**src/rtl/cpu_pkg.sv**
```systemverilog
// Shared CPU definitions: the multiply/divide unit's state encoding and op codes.
package cpu_pkg;

  typedef enum logic [1:0] {
    MD_IDLE,
    MD_RUN,
    MD_FIX
  } muldiv_state_t;

  localparam logic MD_OP_MUL = 1'b0;
  localparam logic MD_OP_DIV = 1'b1;

endpackage

```
**src/rtl/twos_mag.sv**
```systemverilog
// Two's-complement magnitude/sign split. With signed_en=0 the value passes through unchanged.
module twos_mag #(
  parameter int W = 32
) (
  input  logic [W-1:0] value,
  input  logic         signed_en,
  output logic [W-1:0] mag,
  output logic         sign
);

  assign sign = signed_en & value[W-1];
  assign mag  = sign ? (~value + W'(1)) : value;

endmodule

```
**src/rtl/muldiv_seq_unit.sv**
```systemverilog
// Iterative multiply/divide: shift-add MUL and restoring DIV, one bit per cycle,
// with sign correction in a final FIX cycle feeding the Z_HI/Z_LO load path.
module muldiv_seq_unit
  import cpu_pkg::*;
#(
  parameter int WIDTH = 32
) (
  input  logic             clk,
  input  logic             clr,
  input  logic             start,
  input  logic             op_div,
  input  logic             op_signed,
  input  logic [WIDTH-1:0] a,
  input  logic [WIDTH-1:0] b,
  input  logic             abort,
  output logic             busy,
  output logic             done,
  output logic             div_zero,
  output logic [WIDTH-1:0] hi,
  output logic [WIDTH-1:0] lo
);

  localparam int                CNT_W     = $clog2(WIDTH + 1);
  localparam logic [CNT_W-1:0]  LAST_ITER = CNT_W'(WIDTH - 1);

  muldiv_state_t      state_q, state_d;
  logic [CNT_W-1:0]   cnt_q, cnt_d;
  logic [2*WIDTH-1:0] acc_q, acc_d;
  logic [WIDTH-1:0]   opnd_q, opnd_d;
  logic               op_div_q, op_div_d;
  logic               neg_lo_q, neg_lo_d;
  logic               neg_hi_q, neg_hi_d;
  logic               dz_q, dz_d;
  logic [WIDTH-1:0]   hi_q, hi_d, lo_q, lo_d;
  logic               done_q, done_d;
  logic               div_zero_q, div_zero_d;

  logic [WIDTH-1:0]   a_mag, b_mag;
  logic               a_sign, b_sign;
  logic [2*WIDTH:0]   prod_fix;
  logic [WIDTH:0]     quo_fix, rem_fix;
  logic               prod_neg, quo_neg, rem_neg;
  logic               unused_fix;

  twos_mag #(.W(WIDTH)) u_mag_a (.value(a), .signed_en(op_signed), .mag(a_mag), .sign(a_sign));
  twos_mag #(.W(WIDTH)) u_mag_b (.value(b), .signed_en(op_signed), .mag(b_mag), .sign(b_sign));

  // Prefixing the flag as an extra MSB makes the magnitude a conditional negate:
  // |{1,x}| = 2^W - x, whose low bits are -x; |{0,x}| = x.
  twos_mag #(.W(2*WIDTH+1)) u_fix_prod (.value({neg_lo_q, acc_q}), .signed_en(1'b1),
                                        .mag(prod_fix), .sign(prod_neg));
  twos_mag #(.W(WIDTH+1)) u_fix_quo (.value({neg_lo_q, acc_q[WIDTH-1:0]}), .signed_en(1'b1),
                                     .mag(quo_fix), .sign(quo_neg));
  twos_mag #(.W(WIDTH+1)) u_fix_rem (.value({neg_hi_q, acc_q[2*WIDTH-1:WIDTH]}), .signed_en(1'b1),
                                     .mag(rem_fix), .sign(rem_neg));

  assign unused_fix = ^{prod_fix[2*WIDTH], quo_fix[WIDTH], rem_fix[WIDTH],
                        prod_neg, quo_neg, rem_neg};

  logic [WIDTH:0]   mul_sum;
  logic [WIDTH:0]   rem_sh;
  logic [WIDTH-1:0] rem_sub;
  logic             rem_ge;

  always_comb begin
    // NOTE: every always_comb output gets a default first so no path leaves it unassigned (no latch).
    state_d    = state_q;
    cnt_d      = cnt_q;
    acc_d      = acc_q;
    opnd_d     = opnd_q;
    op_div_d   = op_div_q;
    neg_lo_d   = neg_lo_q;
    neg_hi_d   = neg_hi_q;
    dz_d       = dz_q;
    hi_d       = hi_q;
    lo_d       = lo_q;
    done_d     = 1'b0;
    div_zero_d = div_zero_q;

    mul_sum = {1'b0, acc_q[2*WIDTH-1:WIDTH]} + {1'b0, opnd_q};
    rem_sh  = acc_q[2*WIDTH-1:WIDTH-1];
    rem_ge  = rem_sh >= {1'b0, opnd_q};
    rem_sub = rem_sh[WIDTH-1:0] - opnd_q;

    unique case (state_q)
      MD_IDLE: begin
        if (start) begin
          op_div_d   = op_div;
          cnt_d      = '0;
          div_zero_d = 1'b0;
          neg_lo_d   = a_sign ^ b_sign;
          neg_hi_d   = a_sign;
          dz_d       = (op_div == MD_OP_DIV) && (b == '0);
          if (op_div == MD_OP_DIV) begin
            opnd_d = b_mag;
            acc_d  = {{WIDTH{1'b0}}, a_mag};
          end else begin
            opnd_d = a_mag;
            acc_d  = {{WIDTH{1'b0}}, b_mag};
          end
          if (dz_d) begin
            acc_d   = {a, {WIDTH{1'b1}}};
            state_d = MD_FIX;
          end else begin
            state_d = MD_RUN;
          end
        end
      end
      MD_RUN: begin
        cnt_d = cnt_q + CNT_W'(1);
        if (op_div_q == MD_OP_DIV) begin
          acc_d = rem_ge ? {rem_sub, acc_q[WIDTH-2:0], 1'b1}
                         : {rem_sh[WIDTH-1:0], acc_q[WIDTH-2:0], 1'b0};
        end else begin
          acc_d = acc_q[0] ? {mul_sum, acc_q[WIDTH-1:1]}
                           : {1'b0, acc_q[2*WIDTH-1:WIDTH], acc_q[WIDTH-1:1]};
        end
        if (cnt_q == LAST_ITER) state_d = MD_FIX;
      end
      MD_FIX: begin
        state_d    = MD_IDLE;
        done_d     = 1'b1;
        div_zero_d = dz_q;
        if (dz_q) begin
          {hi_d, lo_d} = acc_q;
        end else if (op_div_q == MD_OP_MUL) begin
          {hi_d, lo_d} = prod_fix[2*WIDTH-1:0];
        end else begin
          hi_d = rem_fix[WIDTH-1:0];
          lo_d = quo_fix[WIDTH-1:0];
        end
      end
      default: state_d = MD_IDLE;
    endcase

    if (abort && (state_q != MD_IDLE)) begin
      state_d    = MD_IDLE;
      done_d     = 1'b0;
      hi_d       = hi_q;
      lo_d       = lo_q;
      div_zero_d = div_zero_q;
    end
  end

  // NOTE: sequential state uses non-blocking assignments so all flops update together at the edge.
  always_ff @(posedge clk) begin
    if (!clr) begin
      state_q    <= MD_IDLE;
      cnt_q      <= '0;
      acc_q      <= '0;
      opnd_q     <= '0;
      op_div_q   <= 1'b0;
      neg_lo_q   <= 1'b0;
      neg_hi_q   <= 1'b0;
      dz_q       <= 1'b0;
      hi_q       <= '0;
      lo_q       <= '0;
      done_q     <= 1'b0;
      div_zero_q <= 1'b0;
    end else begin
      state_q    <= state_d;
      cnt_q      <= cnt_d;
      acc_q      <= acc_d;
      opnd_q     <= opnd_d;
      op_div_q   <= op_div_d;
      neg_lo_q   <= neg_lo_d;
      neg_hi_q   <= neg_hi_d;
      dz_q       <= dz_d;
      hi_q       <= hi_d;
      lo_q       <= lo_d;
      done_q     <= done_d;
      div_zero_q <= div_zero_d;
    end
  end

  assign busy     = (state_q != MD_IDLE);
  assign done     = done_q;
  assign div_zero = div_zero_q;
  assign hi       = hi_q;
  assign lo       = lo_q;

endmodule
```
**config.mk**
```make
export PLATFORM = sky130hd
export DESIGN_NAME = muldiv_seq_unit
export DESIGN_NICKNAME = d
export VERILOG_FILES = /design/src/rtl/cpu_pkg.sv /design/src/rtl/twos_mag.sv /design/src/rtl/muldiv_seq_unit.sv
export SDC_FILE = /design/constraint.sdc
export NUM_CORES = 1
export LEC_CHECK = 0
export CAP_MARGIN = 30
export CORE_UTILIZATION = 59
export CTS_CLUSTER_SIZE = 14
export DETAILED_ROUTE_END_ITERATION = 8
export HOLD_SLACK_MARGIN = 0.12
export PLACE_DENSITY = 0.82
export REMOVE_ABC_BUFFERS = 1
export SYNTH_ARGS = -nofsm -noshare
export SYNTH_HDL_FRONTEND = slang
export SYNTH_SLANG_ARGS = --single-unit
```
**constraint.sdc**
```tcl
create_clock -name clk -period 4.34 [get_ports clk]
set_clock_uncertainty 0.05 [all_clocks]
set_input_delay 0.651 -clock clk [delete_from_list [all_inputs] [get_ports clk]]
set_output_delay 0.651 -clock clk [all_outputs]
set_load 0.02 [all_outputs]
```
# == Word level (Yosys, flattened, before mapping) ==
# Index checks and enable logic that the tools add are counted.
# word_totals
out_inout_bits,67
word_cells,75
inputBits,70
ff_bits,174
# classes
reduce_logical,13
muxes,26
n_eq_ne,5
n_bitwise,10
n_lt_le_gt_ge,1
addsub,8
# op_table
cell,count
$mux W64,6
$mux W32,10
$add A32 B1 Y32 const B,4
$not A32 Y32,4
$pmux W64 S2,1
$add A64 B1 Y64 const B,1
$not A64 Y64,1
$add A32 B32 Y33,1
$ge A33 B32 Y1,1
$logic_not A32 Y1,1
$sub A32 B32 Y32,1
$pmux W6 S2,1
$reduce_and A2 Y1,4
$add A6 B1 Y6 const B,1
$eq A6 B5 Y1 const B,1
$mux W2,3
$mux W6,1
$reduce_bool A2 Y1,3
$ne A2 B2 Y1 const B,2
$pmux W2 S2,1
$reduce_and A3 Y1,1
$and A1 B1 Y1,2
$eq A2 B1 Y1 const B,1
$eq A2 B2 Y1 const B,1
7 further kinds,10

# == Depth between registers and ports, before layout ==
# Gate-level depths: netlist of run 1.
# depth
depth_word,7
ltp_mapped,14

# == Modules after synthesis ==
# Synthesis of run 1 repeated with hierarchy kept, for this count alone.
# unflattened
hier_cells,2478
hier_area_um2,17941.0
# by_module_without_submodules
module,instances,cells_per_inst,area_per_inst_um2
muldiv_seq_unit,1,1772,13280.2
twos_mag (u_fix_prod),1,262,1677.9
twos_mag (u_fix_quo ...),2,116,784.5
twos_mag (u_mag_a ...),2,106,706.9

# == Least setup slack after synthesis of run 1 ==
# No wires, ideal clock.
# synth_timing
kind,register to register
start,register acc_q[32]
end,register acc_q[59]
stages_incl_launch_ff,12
t_arrival_ns,3.050
period_less_slack_ns,3.225
path_buffers,1
path_slack_ns,1.115
cell_sequence,dfxtp_1 -> ha_1 -> nor2b_1 -> o31a_1 -> o41ai_1 -> o21ai_1 -> o31ai_2 -> o31ai_2 -> buf_2 -> and2_1 -> a221oi_1 -> a21oi_1
# synth_between
elab_chain_cells,4
# synth_lines
element,line,text
"start, declared",muldiv_seq_unit.sv:28,"logic [2*WIDTH-1:0] acc_q, acc_d;"
"start signal, assigned",muldiv_seq_unit.sv:150,acc_q <= '0;
"start signal, assigned",muldiv_seq_unit.sv:163,acc_q <= acc_d;
"$add A32 B32 Y33, or another cell as far along",muldiv_seq_unit.sv:80,"mul_sum = {1'b0, acc_q[2*WIDTH-1:WIDTH]} + {1'b0, opnd_q};"
"$mux W64, on equally long branches","muldiv_seq_unit.sv:115, muldiv_seq_unit.sv:112",
$mux W64 *,muldiv_seq_unit.sv:111,if (op_div_q == MD_OP_DIV) begin
$pmux W64 S2 *,muldiv_seq_unit.sv:85,unique case (state_q)
# Every way passes the cells marked *; elsewhere a longest branch is shown, timed or not.
# A chain may end at the register's enable or synchronous reset.

# == Worst setup path in the final report of run 1 ==
# layout_timing
start,register acc_q[32]
end,register acc_q[47]
# The elaborated chain is that of the path after synthesis.

==> run summary, run 1 <==
top cells by area, synth: dfxtp_1 (24%), a21oi_1 (7.7%), ha_1 (6.0%)
Arrival @ worst endpoint: 4.26 ns
count of buffer and inverter cells on the critical path: 1
CP required: 4.64 ns
root buf cell: clkbuf_16
Inserted Clock Buffers: 17
hold buffer count at cts: 0
post-route minimum period: 3.95 ns
vias in the first global route: 14755
post-synth design cell area: 0.0144 mm²
largest area contributor in the netlist: dfxtp_1
H-tree depth: 4
Site Rows: 56
synth warn: 0
sw frac: 0.425
Longest Clk Path Bufs: 2
status: finished, final reports clean
initial antenna violation count: 0
router iterations before antenna repair: 6
CTS tree: yes
initial core utilization: 0.609
top_reg_cell synth: dfxtp_1
count of final hold-check violations: 0
Port Buf Inserts: 136
Highest Clock Rate: 253 MHz
part of the power in combinational logic: 0.413
CTS Sinks: 174
Post-synth EDFFs: 0
share of cells above drive strength 1: 0.0691
count leader, synth: a21oi_1
total negative slack: 0 ns
P_sw: 0.00252 W
grt ovf: 0
Max FO, Critical Path: 27
critical path, cell by cell: ha_1 -> nor2b_1 -> o31a_1 -> o41ai_1 -> o21ai_1 -> o31ai_2 -> o31ai_4 -> buf_4 -> mux2i_1 -> a221o_1 -> a31oi_1
Mapped Cells: 1965
reg2reg path depth: 11
Final Max Slew Viols: 0
via count: 16360
Max-Cap Viols: 0
Post-Route Utilization: 0.703
Crit-path slowest cell: o41ai_1
crit-path leading delay family: compound AO/OA/AOI/OAI gates
top cell type's share of synthesized area: 0.242
worst hold margin: 0.408 ns
Placed Instances: 2340
Leakage: 6.38 nW
Synth async-reset ratio: 0
top post-synthesis cells by count: a21oi_1 (222), nand2_1 (220), nor2_1 (186), dfxtp_1 (174), o21ai_0 (133)
Clk network pwr share: 0.264
via/cell ratio: 6.89
Post-CTS Resized: 0
Pwr per Cell Area: 356 mW/mm²
Internal: 0.00341 W
Floorplan Core Area: 0.0237 mm²
Ports: 137
GPL Wtd Cong: 1.05
Critical Path Max Stage Delay: 0.63 ns
Tcrit/Tclk final: 0.911
actual slew at the worst max-slew pin: 0.977 ns
gr usage total: 0.437
Final setup viols: 0
DR WL/cell: 23.2 µm
die width: 158 µm
Max VDD drop: 0.267 mV
nets@finish: 2183
# DRC: 0
relative slew slack: 0.349
Total Wirelength: 55.1 mm
register area share after synthesis: 0.242
Hold Crit Depth: 2
HPWL Detailed: 40.4 mm
first-pass GRT wire length: 83.2 mm
Area Growth Syn to Fin: 15.5%
unrepaired setup endpoints after global routing: false
Hold WC Path Type: reg2reg
CP Launch Type: register
Clk pin slew, worst setup/hold paths: 0.08 ns
largest net degree at the start of global routing: 90
Yosys reg bits: 174
Levels on crit path: 11
distinct cell type count after synthesis: 82
post-route ant nets: 0
Die Span Y: 158 µm
clk_lat worst skew: 0.45 ns
fin cells: 2373
antenna cell count: 0
CP endpoint kind: register
full die area: 0.0251 mm²
crit path kind: reg2reg
syn_area_per_cell: 7.33 µm²
postcts setup bufs: 0
Detailed Route Iter0 Violations: 2155
sequential power share: 0.323
-- flip-flops by register name (all words and copies together) (netlist names) --
name,count
neg_lo_q,1
opnd_q,32
cnt_q,6
op_div_q,1
state_q,2
acc_q,64
div_zero,1
neg_hi_q,1
dz_q,1
lo,32
done,1
hi,32
-- logic make-up (layout without fill, tap and decap cells) --
group	Yosys count	count (layout)	synth area share
AOI/OAI and AO/OA	674	674	0.297
and+or+nand+nor	629	629	0.203
buffers and inverters	191	280	0.0509
DFF	174	174	0.242
xor gates and xnor gates	169	169	0.103
adders and majority gates	71	71	0.0627
muxes	57	57	0.0422
-- routing by layer --
metal,share of wire,global-route usage,vias to the layer above,wire length (µm)
li1,-,-,7351,-
met1,0.39,0.580,7567,21700
met2,0.41,0.631,1202,22400
met3,0.13,0.0955,240,6960
met4,0.072,0.295,0,3950
met5,0,0,-,0
-- placed cells by master (no fill, tap or decap), types with 30 or more instances in the layout --
master / instances
nand2_1: 220
inv_1: 62
ha_1: 69
nor2_1: 185
a21oi_1: 222
clkdlybuf4s50_1: 134
xor2_1: 84
buf_4: 46
dfxtp_1: 173
a31oi_1: 30
a211oi_1: 52
o21ai_0: 133
xnor2_1: 85
nand3_1: 37
nor3_1: 40
mux2_2: 30
-- worst paths after layout --
check	endpoint	slack, ns	startpoint
worst min-delay path	hi[26]	0.41	hi[26]
worst min register to register	hi[26]	0.41	hi[26]
worst max-delay path	acc_q[47]	0.39	acc_q[32]
worst max register to register	acc_q[47]	0.39	acc_q[32]
-- through the flow --
| stage | setup WS [ns] | cell area, µm² | total power, W |
|---|---|---|---|
| global placement | 0.559 | 16000 | 0.00425 |
| detailed placement | 0.361 | 16000 | 0.00428 |
| finish | 0.387 | 16600 | 0.00593 |
| global route | 0.245 | 16600 | 0.00617 |
| CTS | 0.466 | 16600 | 0.00583 |
| floorplan | 0.0986 | 13900 | 0.00349 |
-- power groups by stage --
stage,clock (W),combinational [W],sequential (W)
2_1_floorplan,0,0.00159,0.00190
3_3_place_gp,0,0.00231,0.00193
3_5_place_dp,0,0.00235,0.00194
4_1_cts,0.00157,0.00236,0.00190
5_1_grt,0.00162,0.00263,0.00192
6_report,0.00157,0.00245,0.00191
-- worst register-to-register path, stage by stage, from the launching register on --
cell	delay, ns
dfxtp_1	0.53
ha_1	0.31
nor2b_1	0.15
o31a_1	0.28
o41ai_1	0.63
o21ai_1	0.33
o31ai_2	0.51
o31ai_4	0.13
buf_4	0.27
mux2i_1	0.16
a221o_1	0.36
a31oi_1	0.16
-- layout make-up --
class,instances,area [µm²]
well taps,319,399
flip-flops and latches,174,3480
fillers,2058,7030
repair buffers,184,1730
inverters,65,245
multi-input cells,1600,10200
clock inverters,14,144
clock buffers,17,425
Power figures use the tool's default switching activity.
==> run 2, diff against run 1 <==
Settings changed: CORE_MARGIN set to 4.
==> run 2 against run 1 <==
  * Setup slack worse by 0.063 ns
  * Final cell count rose by 0.59%
  * Die area up 7.7%
  * Clock power up 3%
  * Worst hold slack lost 0.0042 ns
  * Design area rose by 0.79%
  * Power increased by 2.5%
  * Largest cell class unchanged
==> run summary, run 2 (same netlist as run 1, synthesis figures left out) <==
root buf cell: clkbuf_16
crit-path leading delay family: compound AO/OA/AOI/OAI gates
Final setup viols: 0 (unchanged)
Port Buf Inserts: 136 (unchanged)
vias in the first global route: 14951 (+1.3%)
Leakage: 6.46 nW (+1.3%)
via/cell ratio: 6.82 (-1.1%)
FF/Latch Area: 0.00348 mm² (unchanged)
Largest Register: acc_q
count of final hold-check violations: 0 (unchanged)
full die area: 0.0270 mm² (+7.7%)
reg2reg setup slack: 0.32 ns (-0.06 ns)
CP Launch Type: register
met3 GRT Util: 0.0911 (-0.00444)
Floorplan Core Area: 0.0238 mm² (+0.30%)
die width: 164 µm (+3.8%)
Arrival @ worst endpoint: 4.34 ns (+0.08 ns)
Total Wirelength: 55.5 mm (+0.85%)
Clk pin slew, worst setup/hold paths: 0.08 ns (about the same)
via count: 16282 (-0.48%)
Area Growth Syn to Fin: 16.4%
Detailed Route Iter0 Violations: 2328 (+8.0%)
Longest Clk Path Bufs: 2 (unchanged)
count of buffer and inverter cells on the critical path: 1 (unchanged)
Die Span Y: 164 µm (+3.8%)
GRT busiest layer: met2
Pwr per Cell Area: 362 mW/mm² (+1.7%)
postcts setup bufs: 0 (unchanged)
Inserted Clock Buffers: 17 (unchanged)
CP endpoint kind: register
grt ovf: 0 (unchanged)
worst hold margin: 0.404 ns (-0.00417 ns)
nets@finish: 2196 (+0.60%)
initial antenna violation count: 2 (+2)
max reg flops: 64 (unchanged)
post-route ant nets: 0 (unchanged)
crit path kind: reg2reg
commonest non-fill, non-tap cells in the layout: a21oi_1 (222), nand2_1 (220), nor2_1 (185)
relative slew slack: 0.310 (-0.0387)
met2 Use GR: 0.604 (-0.0267)
clk_lat worst skew: 0.45 ns (about the same)
DR WL/cell: 23.3 µm (+0.25%)
router iterations before antenna repair: 6 (unchanged)
post-route minimum period: 4.02 ns (+0.0633 ns)
unrepaired setup endpoints after global routing: false
Final Max Slew Viols: 0 (unchanged)
HPWL Detailed: 41.3 mm (+2.3%)
Max-Cap Viols: 0 (unchanged)
CP required: 4.66 ns (+0.02 ns)
GPL Wtd Cong: 1.02 (-2.7%)
Hold WC Path Type: reg2reg
actual slew at the worst max-slew pin: 1.03 ns (+0.0556 ns)
CTS Sinks: 174 (unchanged)
status: finished, final reports clean
Final Cell Area: 0.0168 mm² (+0.79%)
total negative slack: 0 ns (unchanged)
DP Area: 0.0162 mm² (+0.76%)
hold buffer count at cts: 0 (unchanged)
Max FO, Critical Path: 19 (-30%)
CTS tree: yes
# DRC: 0 (unchanged)
first-pass GRT wire length: 84.9 mm (+2.1%)
share of cells above drive strength 1: 0.0750 (+0.00582)
Multi-input gate area: 0.0102 mm² (about the same)
Crit-path slowest cell: o41ai_1
Ports: 137 (unchanged)
Highest Clock Rate: 249 MHz (-1.6%)
FILL cells: 1968 (-4.4%)
commonest non-fill, non-tap cell in the layout: a21oi_1
Tcrit/Tclk final: 0.925 (+0.0146)
Post-CTS Resized: 0 (unchanged)
largest net degree at the start of global routing: 73 (-19%)
antenna cell count: 0 (unchanged)
H-tree depth: 4 (unchanged)
Critical Path Max Stage Delay: 0.58 ns (-0.05 ns)
gr usage total: 0.402 (-0.0353)
Max VDD drop: 0.269 mV (+0.75%)
GR Util met1: 0.535 (-0.0450)
initial core utilization: 0.607 (-0.00180)
Site Rows: 56 (unchanged)
critical path, cell by cell: ha_1 -> nor2b_1 -> o31a_1 -> o41ai_1 -> o21ai_1 -> o31ai_2 -> o31ai_4 -> buf_12 -> mux2i_1 -> a221o_1 -> a31oi_1
[run 2: changes by cell type in the layout (fill, tap and decap cells not counted)]
cell        change
nor2b_2         -1
clkinv_8        +4
clkbuf_8        +1
buf_12          +1
buf_2           -1
inv_8           -2
clkinvlp_4      -2
buf_16          -1
nor2b_1         +1
buf_4          +14
[run 2: area by class of cell]
cell class,instances,area share
multi-input combinational,1600,0.609
sequential,174,0.208
timing repair buffer,197,0.109
clock buffer,18,0.0262
tap,319,0.0238
inverter,65,0.0146
clock inverter,14,0.0102
[run 2: power breakdown]
group          internal [W]  total (W)  switching [W]  leakage [nW]
Sequential          0.00171    0.00189       0.000181          1.42
Combinational      0.000977    0.00257        0.00159          4.75
Clock              0.000795    0.00162       0.000823         0.293
Total               0.00348    0.00608        0.00260          6.46
[run 2: worst paths after layout]
path / to / startpoint / cells after the start
hold reg to reg: hi[9] / hi[9] / 2
setup reg to reg: acc_q[38] / acc_q[32] / 11
setup / recovery: acc_q[38] / acc_q[32] / 11
hold / removal: hi[9] / hi[9] / 2
[run 2: through the flow]
stage / cells / utilization / power (W) / setup WS (ns)
2_1_floorplan: 1839 / - / 0.00349 / 0.0986
3_3_place_gp: 2355 / 0.681 / 0.00437 / 0.457
3_5_place_dp: 2355 / 0.681 / 0.00439 / 0.247
4_1_cts: 2387 / 0.706 / 0.00598 / 0.367
5_1_grt: 2387 / 0.706 / 0.00633 / 0.147
6_report: 2387 / 0.706 / 0.00608 / 0.323
[run 2: metal layers]
| layer | vias to the layer above | wire length [µm] |
|---|---|---|
| met5 | - | 27 |
| met4 | 4 | 3500 |
| met3 | 229 | 6380 |
| met2 | 1107 | 23800 |
| met1 | 7530 | 21900 |
| li1 | 7412 | - |
[run 2: worst register-to-register path, cell delays in order, from the launching register on]
cell and delay [ns]:
dfxtp_1 0.54, ha_1 0.31, nor2b_1 0.15, o31a_1 0.31, o41ai_1 0.59, o21ai_1 0.32
o31ai_2 0.49, o31ai_4 0.29, buf_12 0.25, mux2i_1 0.12, a221o_1 0.37, a31oi_1 0.16
